<file path="config.mk">
export PLATFORM = sky130hd
export DESIGN_NAME = dm_arbiter
export DESIGN_NICKNAME = d
export VERILOG_FILES = /design/src/rtl/dm_arbiter.sv
export SDC_FILE = /design/constraint.sdc
export NUM_CORES = 1
export LEC_CHECK = 0
export BUFFER_PORTS_ARGS = -buffer_cell sky130_fd_sc_hd__buf_2
export CAP_MARGIN = 20
export CORE_MARGIN = 8
export CORE_UTILIZATION = 30
export CTS_CLUSTER_DIAMETER = 30
export DETAILED_ROUTE_END_ITERATION = 6
export GPL_ROUTABILITY_DRIVEN = 0
export GPL_TIMING_DRIVEN = 0
export MAX_ROUTING_LAYER = met4
export RECOVER_POWER = 100
export SLEW_MARGIN = 20
export SYNTH_ARGS = -nofsm -noshare
export SYNTH_HDL_FRONTEND = slang
export SYNTH_SLANG_ARGS = --single-unit
</file>
<file path="constraint.sdc">
create_clock -name clk -period 2.6 [get_ports clk]
set_input_delay 0.13 -clock clk [delete_from_list [all_inputs] [get_ports clk]]
set_output_delay 0.13 -clock clk [all_outputs]
set_load 0.05 [all_outputs]
</file>
<file path="src/rtl/dm_arbiter.sv">
// dm_arbiter: two-port arbiter/sequencer in front of the shared 4 KB data
// memory. Port m0 is the CPU data port, m1 the loader/debug port. Every
// granted access spends one BUSY cycle driving the memory, then returns a
// one-cycle ack with registered load data.
//
// Build option: define DM_ARB_ROUND_ROBIN_EN to break ties by granting the
// port that was not granted last. Left undefined, m0 wins every tie.
module dm_arbiter #(
  parameter int ADDR_W = 12
) (
  input  logic              clk,
  input  logic              rst,
  input  logic              m0_req,
  input  logic [2:0]        m0_cmd,
  input  logic [ADDR_W-1:0] m0_addr,
  input  logic [31:0]       m0_wdata,
  output logic              m0_ack,
  output logic [31:0]       m0_rdata,
  input  logic              m1_req,
  input  logic [2:0]        m1_cmd,
  input  logic [ADDR_W-1:0] m1_addr,
  input  logic [31:0]       m1_wdata,
  output logic              m1_ack,
  output logic [31:0]       m1_rdata,
  output logic              dm_we,
  output logic              dm_sb,
  output logic              dm_lb,
  output logic              dm_lbu,
  output logic [ADDR_W-1:0] dm_addr,
  output logic [31:0]       dm_din,
  input  logic [31:0]       dm_dout
);

  typedef enum logic {
    ST_IDLE = 1'b0,
    ST_BUSY = 1'b1
  } state_t;

  localparam logic [2:0] CMD_SW  = 3'b001;
  localparam logic [2:0] CMD_SB  = 3'b010;
  localparam logic [2:0] CMD_LB  = 3'b011;
  localparam logic [2:0] CMD_LBU = 3'b100;

  state_t      state_q, state_d;
  logic        owner_q, owner_d;   // 0 = m0, 1 = m1
  logic        last_q, last_d;     // port of the most recent grant
  logic        m0_ack_q, m0_ack_d;
  logic        m1_ack_q, m1_ack_d;
  logic [31:0] m0_rdata_q, m0_rdata_d;
  logic [31:0] m1_rdata_q, m1_rdata_d;

  logic              elig0, elig1, pick1;
  logic [2:0]        own_cmd;
  logic [ADDR_W-1:0] own_addr;
  logic [31:0]       own_wdata;
  logic              busy, own_store, own_load;

  // Eligibility and tie-break: a port in its ack cycle cannot be re-granted.
  always_comb begin
    elig0 = m0_req & ~m0_ack_q;
    elig1 = m1_req & ~m1_ack_q;
`ifdef DM_ARB_ROUND_ROBIN_EN
    // On a tie, m1 goes only if m0 was granted last.
    pick1 = elig1 & (~elig0 | ~last_q);
`else
    pick1 = elig1 & ~elig0;
`endif
  end

  // Owner request mux and command decode; memory controls are live only in BUSY.
  always_comb begin
    own_cmd   = owner_q ? m1_cmd   : m0_cmd;
    own_addr  = owner_q ? m1_addr  : m0_addr;
    own_wdata = owner_q ? m1_wdata : m0_wdata;
    busy      = (state_q == ST_BUSY);
    own_store = (own_cmd == CMD_SW) | (own_cmd == CMD_SB);
    own_load  = ~own_store;
    // Reset gates the write strobe in the same cycle so an interrupted
    // store never reaches the memory.
    dm_we     = busy & own_store & ~rst;
    dm_sb     = busy & (own_cmd == CMD_SB);
    dm_lb     = busy & (own_cmd == CMD_LB);
    dm_lbu    = busy & (own_cmd == CMD_LBU);
    dm_addr   = busy ? own_addr  : '0;
    dm_din    = busy ? own_wdata : '0;
  end

  // Next-state logic: grant in IDLE, complete the owner's access in BUSY.
  always_comb begin
    state_d    = state_q;
    owner_d    = owner_q;
    last_d     = last_q;
    m0_ack_d   = 1'b0;
    m1_ack_d   = 1'b0;
    m0_rdata_d = m0_rdata_q;
    m1_rdata_d = m1_rdata_q;
    case (state_q)
      ST_IDLE: begin
        if (elig0 | elig1) begin
          state_d = ST_BUSY;
          owner_d = pick1;
          last_d  = pick1;
        end
      end
      ST_BUSY: begin
        state_d = ST_IDLE;
        if (owner_q) begin
          m1_ack_d = 1'b1;
          if (own_load) m1_rdata_d = dm_dout;
        end else begin
          m0_ack_d = 1'b1;
          if (own_load) m0_rdata_d = dm_dout;
        end
      end
      default: state_d = ST_IDLE;
    endcase
  end

  // State registers; last grant resets to m1 so m0 wins the first tie.
  always_ff @(posedge clk) begin
    if (rst) begin
      state_q    <= ST_IDLE;
      owner_q    <= 1'b0;
      last_q     <= 1'b1;
      m0_ack_q   <= 1'b0;
      m1_ack_q   <= 1'b0;
      m0_rdata_q <= 32'h0;
      m1_rdata_q <= 32'h0;
    end else begin
      state_q    <= state_d;
      owner_q    <= owner_d;
      last_q     <= last_d;
      m0_ack_q   <= m0_ack_d;
      m1_ack_q   <= m1_ack_d;
      m0_rdata_q <= m0_rdata_d;
      m1_rdata_q <= m1_rdata_d;
    end
  end

  assign m0_ack   = m0_ack_q;
  assign m1_ack   = m1_ack_q;
  assign m0_rdata = m0_rdata_q;
  assign m1_rdata = m1_rdata_q;

endmodule
</file>
Word-level counts from Yosys, hierarchy flattened
Cells that the tools add are included.

Register bits: 68. Output and inout bits: 114. Logic and storage cells: 40.

Multiplexer cells: 9. Eq/ne operators: 4. Reductions and logical operators: 4. Bitwise operators: 17.

Operator list (count): 32-bit 2-to-1 mux (2); 12-bit 2-to-1 mux (2); 1-bit AND (8); 1-bit inverter (7); 3-bit by 2-bit == test with 1-bit output (second input constant) (2); 3-bit AND reduction (2); 3-bit by 1-bit == test with 1-bit output (second input constant) (1); 3-bit == test (second input constant) (1); 1-bit 2-to-1 mux (3); 3-bit 2-to-1 mux (1); 1-bit bitwise OR (2); 1-bit one-hot mux with 2 select lines (1); 2-bit AND reduction (1); 2-bit OR reduction (1).

Logic depth before layout (Yosys ltp)
Depth in word-level cells: 5. Mapped depth: 5.

Worst setup path after synthesis
No wires, ideal clock.

Kind: register to output. From: reg owner_q. To: out dm_sb. Path slack: 0.689 ns. Required time: 2.470 ns. Cell stages (with the launch flop): 6. Arrival: 1.781 ns. Path through: dfxtp_1 -> buf_2 -> buf_4 -> buf_4 -> mux2i_1 -> nor2b_1.

Longest elaborated chain between the ends: 3.

Ends and longest elaborated chain: from (decl) (RTL line 45) `logic owner_q, owner_d;`; from (signal assigned) (RTL line 131) `owner_q <= owner_d;`; 3-bit 2-to-1 mux (RTL line 72) `own_cmd = owner_q ? m1_cmd : m0_cmd;`; 3-bit by 2-bit == test with 1-bit output (RTL line 81) `dm_sb = busy & (own_cmd == CMD_SB);`; 1-bit AND (RTL line 81); to (decl) (RTL line 26) `output logic dm_sb,`.

Every way passes these cells.

Worst setup path after layout
From: reg owner_q. To: out dm_addr[0].

Longest elaborated chain between the ends: 2.

Ends and longest elaborated chain: 12-bit 2-to-1 mux (RTL line 73) `own_addr = owner_q ? m1_addr : m0_addr;`; 12-bit 2-to-1 mux (RTL line 84) `dm_addr = busy ? own_addr : '0;`; to (decl) (RTL line 29) `output logic [ADDR_W-1:0] dm_addr,`.

Every way passes these cells.

==> key figures <==
Run status
  – Run status: completed

Detailed routing
  – Average via count per standard cell: 4.617
  – Post-Route WL: 11610 um
  – Number of search-and-repair iterations in the first detailed-routing pass: 4
  – Vias post-DR: 3107
  – Number of antenna-violating nets in the routed design: 0
  – Post-detailed-route wirelength per cell: 17.24 um
  – Detailed Route Iter0 Violations: 178
  – Final routed DRC violation total: 0

Global route
  – Number of global-route vias before repair: 3555
  – Pin count of the biggest net entering global routing: 14
  – Global-route wire length before repair: 18450 um
  – Initial antenna violation count: 0
  – Total congestion overflow after global routing: 0
  – GRT Util Overall: 16.63%

Timing
  – Sum Neg Setup Slack: 0 ps
  – Max Slew Vio Count: 0
  – Setup repair after global routing missed its margin: false
  – Time the worst path needs with I/O delays and setup: 2290 ps
  – Fraction of the cycle the final worst path needs: 88.09%
  – Normalized max-slew margin: 35.34%
  – Transition time at the pin with the least slew margin: 964.1 ps
  – Final clock skew: 10.38 ps
  – Maximum operating frequency: 0.4366 GHz
  – Final Hold Violating Endpoints: 0
  – Number of setup violations in the final report: 0

Pwr
  – Logic gate share of total power: 27.7%
  – Share of power burned in registers: 38.6%
  – Worst ir drop on vdd: 0.2563 mV
  – Design internal power: 1.886 mW
  – Net switching power: 1.005 mW
  – Portion of total power attributed to the clock network: 33.8%
  – PwrDens: 631.3 mW/mm^2
  – Sw frac: 34.77%
  – Lkg Pwr: 2.064 nW

Final layout
  – Net count of the finished layout: 662
  – Diode insertion count for antenna repair: 0
  – Fraction of final layout cells sized beyond drive strength 1: 36.69%
  – Utilization of the core after routing: 45.17%
  – Signed area change from the synthesized netlist to the final layout: 48.72%
  – Post-route cell area: 0.004579 sq mm

Clock tree
  – Clock tree from TritonCTS: built
  – Number of setup buffers added after CTS: 0
  – Clock network latency to the later pin of the worst-skew pair: 340 ps
  – Maximum level of the CTS H-tree: 3
  – CTS root buf: clkbuf_8
  – Number of clock buffers inserted by TritonCTS: 9
  – Buffer depth of the longest clock path: 2
  – Number of clock sinks: 68
  – Register clock-pin slew on the reported worst setup and hold paths: 80 ps

Synth
  – Netlist area before placement: 0.003079 sq mm
  – Synthesized area per cell: 11.20 sq um
  – Yosys reg bits: 68
  – Warning count from the yosys run: 0
  – Net count after synthesis: 405
  – Part of the Yosys area used for sequential elements: 44.21%
  – Count of mapped cells out of synthesis: 275
  – Number of distinct library cells after synthesis: 29

Job
  – Maxcap violations: 0

Setup path
  – Most repeated library cell on the critical path: clkbuf_1
  – Critical path launch point type: flop
  – Critical Path End Type: output pin
  – CP max stage cell: clkbuf_1
  – Worst EP arrival: 2160 ps
  – Series of cell instances along the critical path: clkbuf_1 > clkbuf_1 > mux2i_1 > nor2b_1 > clkbuf_2
  – Crit Path Max Fanout: 10
  – Delay of the slowest cell on the worst path: 570 ps
  – Cells on worst reg2reg path: 5
  – Data required time of the worst path: 2470 ps
  – Setup Crit Path Kind: flop to output pin

Place
  – Detailed-placement wirelength estimate: 9477 um
  – Total of buffers placed on input and output ports: 242
  – Placed Area: 0.004461 sq mm

Worst hold path
  – Hold path depth: 2
  – Worst Hold Class: input pin to flop

Floorplanning
  – Horizontal die dimension: 117.3 um
  – Initial Util: 30.37%
  – Total die area: 0.01376 sq mm
  – Core area: 0.01014 sq mm
  – Site Rows: 37
  – Die Y-Extent: 117.3 um
  – Total I/O pin count: 244
[critical path, delay by kind of cell (launching register included)]
| family | cells | cell delay [ps] |
|---|---|---|
| buffers and inverters | 3 | 1170 |
| DFF | 1 | 310 |
| muxes | 1 | 200 |
| and+or+nand+nor | 1 | 160 |
[logic make-up after synthesis]
kind of cell              count (synthesis)  share of synthesized area [%]
and+or+nand+nor                          60                          12.19
AOI/OAI and AO/OA                        74                          21.62
buffers and inverters                    26                          6.542
muxes                                    45                          14.63
DFF                                      68                          44.21
xor gates and xnor gates                  2                         0.8129
[cells in the final DEF, fill, tap and decap left out, types with 2 or more instances in the layout]
cell type and n:
clkbuf_8 9, buf_2 140, a211oi_1 2, nor3b_1 2, nand2b_1 2, dfxtp_1 68, nor2_1 5, clkinv_4 2
clkbuf_1 88, dlygate4sd3_1 4, buf_6 9, inv_1 2, mux2i_1 45, bufinv_16 2, a22o_1 64, clkbuf_2 27
buf_4 2, nor2b_1 47
[metrics by stage]
step	setup slack, ps	hold WS, ps	power [mW]	std cells
after CTS	498.9	0.05718	2.949	673
after floorplan	688.6	255.5	1.705	275
after global routing	193.1	3.352	3.016	673
final	309.7	16.59	2.891	673
after global placement	879.5	354.2	1.952	653
after detailed placement	874.5	359.8	1.963	653
[state kept, by name (all words and copies together), names as in the netlist]
signal / cells
busy: 1
m0_rdata: 32
owner_q: 1
m0_ack: 1
m1_ack: 1
m1_rdata: 32
[what timing repair did]
action | in CTS | in global routing
endpoints found under the setup margin | 0 | 0
resized for setup | 0 | 0
hold buffers | 4 | 0
endpoints found under the hold margin | 5 | 0
[layer usage]
| metal | global-route usage, % | vias to the layer above | routed length, um |
|---|---|---|---|
| met1 | 17.83 | 1449 | 5016 |
| met2 | 29.37 | 126 | 5824 |
| li1 | - | 1523 | - |
| met5 | - | - | 0 |
| met3 | 4.556 | 9 | 660 |
| met4 | 4.704 | 0 | 104 |
[worst paths after layout]
path / endpoint / startpoint / slack (ps)
min reg2reg: m0_rdata[20]$_SDFFE_PP0P_ / m0_rdata[20]$_SDFFE_PP0P_ / 480
max: dm_addr[0] / owner_q$_SDFFE_PP0P_ / 310
max reg2reg: m1_rdata[5]$_SDFFE_PP0P_ / owner_q$_SDFFE_PP0P_ / 530
min: m0_rdata[17]$_SDFFE_PP0P_ / dm_dout[17] / 20
[synthesized netlist by cell type]
| cell | n | area share, % |
|---|---|---|
| xor2_2 | 1 | 0.53 |
| o21bai_1 | 1 | 0.24 |
| nor2_1 | 5 | 0.61 |
| a22o_4 | 1 | 0.57 |
| nand2_2 | 1 | 0.20 |
| buf_4 | 2 | 0.49 |
| buf_2 | 5 | 0.81 |
| o21a_2 | 1 | 0.28 |
| dfxtp_1 | 68 | 44 |
| and3b_1 | 1 | 0.28 |
| a211oi_1 | 1 | 0.24 |
| nand2b_1 | 2 | 0.41 |
| clkbuf_1 | 5 | 0.61 |
| a31oi_1 | 1 | 0.20 |
| a211oi_4 | 1 | 0.65 |
| o21ai_0 | 1 | 0.16 |
| nor3b_2 | 1 | 0.41 |
| buf_6 | 12 | 4.4 |
| inv_1 | 2 | 0.24 |
| xnor2_1 | 1 | 0.28 |
| nor2b_1 | 47 | 9.5 |
| a22o_1 | 64 | 18 |
| o211a_1 | 1 | 0.33 |
| o22ai_2 | 1 | 0.41 |
| nor3b_1 | 1 | 0.24 |
| nor4b_1 | 1 | 0.28 |
| or2_0 | 1 | 0.20 |
| a32o_1 | 1 | 0.33 |
| mux2i_1 | 45 | 15 |
[power by group through the flow]
stage | clock network (mW) | registers (mW) | logic [mW]
finish | 0.976 | 1.12 | 0.799
global route | 1.05 | 1.12 | 0.849
CTS | 1.00 | 1.11 | 0.832
detailed placement | 0 | 1.14 | 0.825
global placement | 0 | 1.14 | 0.815
floorplan | 0 | 1.30 | 0.409
[cell type report]
type,instances,area (sq um)
multi-input combinational,181,1495
clock buffer,9,123.9
tap,136,170.2
inverter,2,7.507
timing repair buffer,246,1156
fill,1029,5559
clock inverter,7,98.84
buffer,24,166.4
sequential,68,1361
Power figures use the tool's default switching activity.
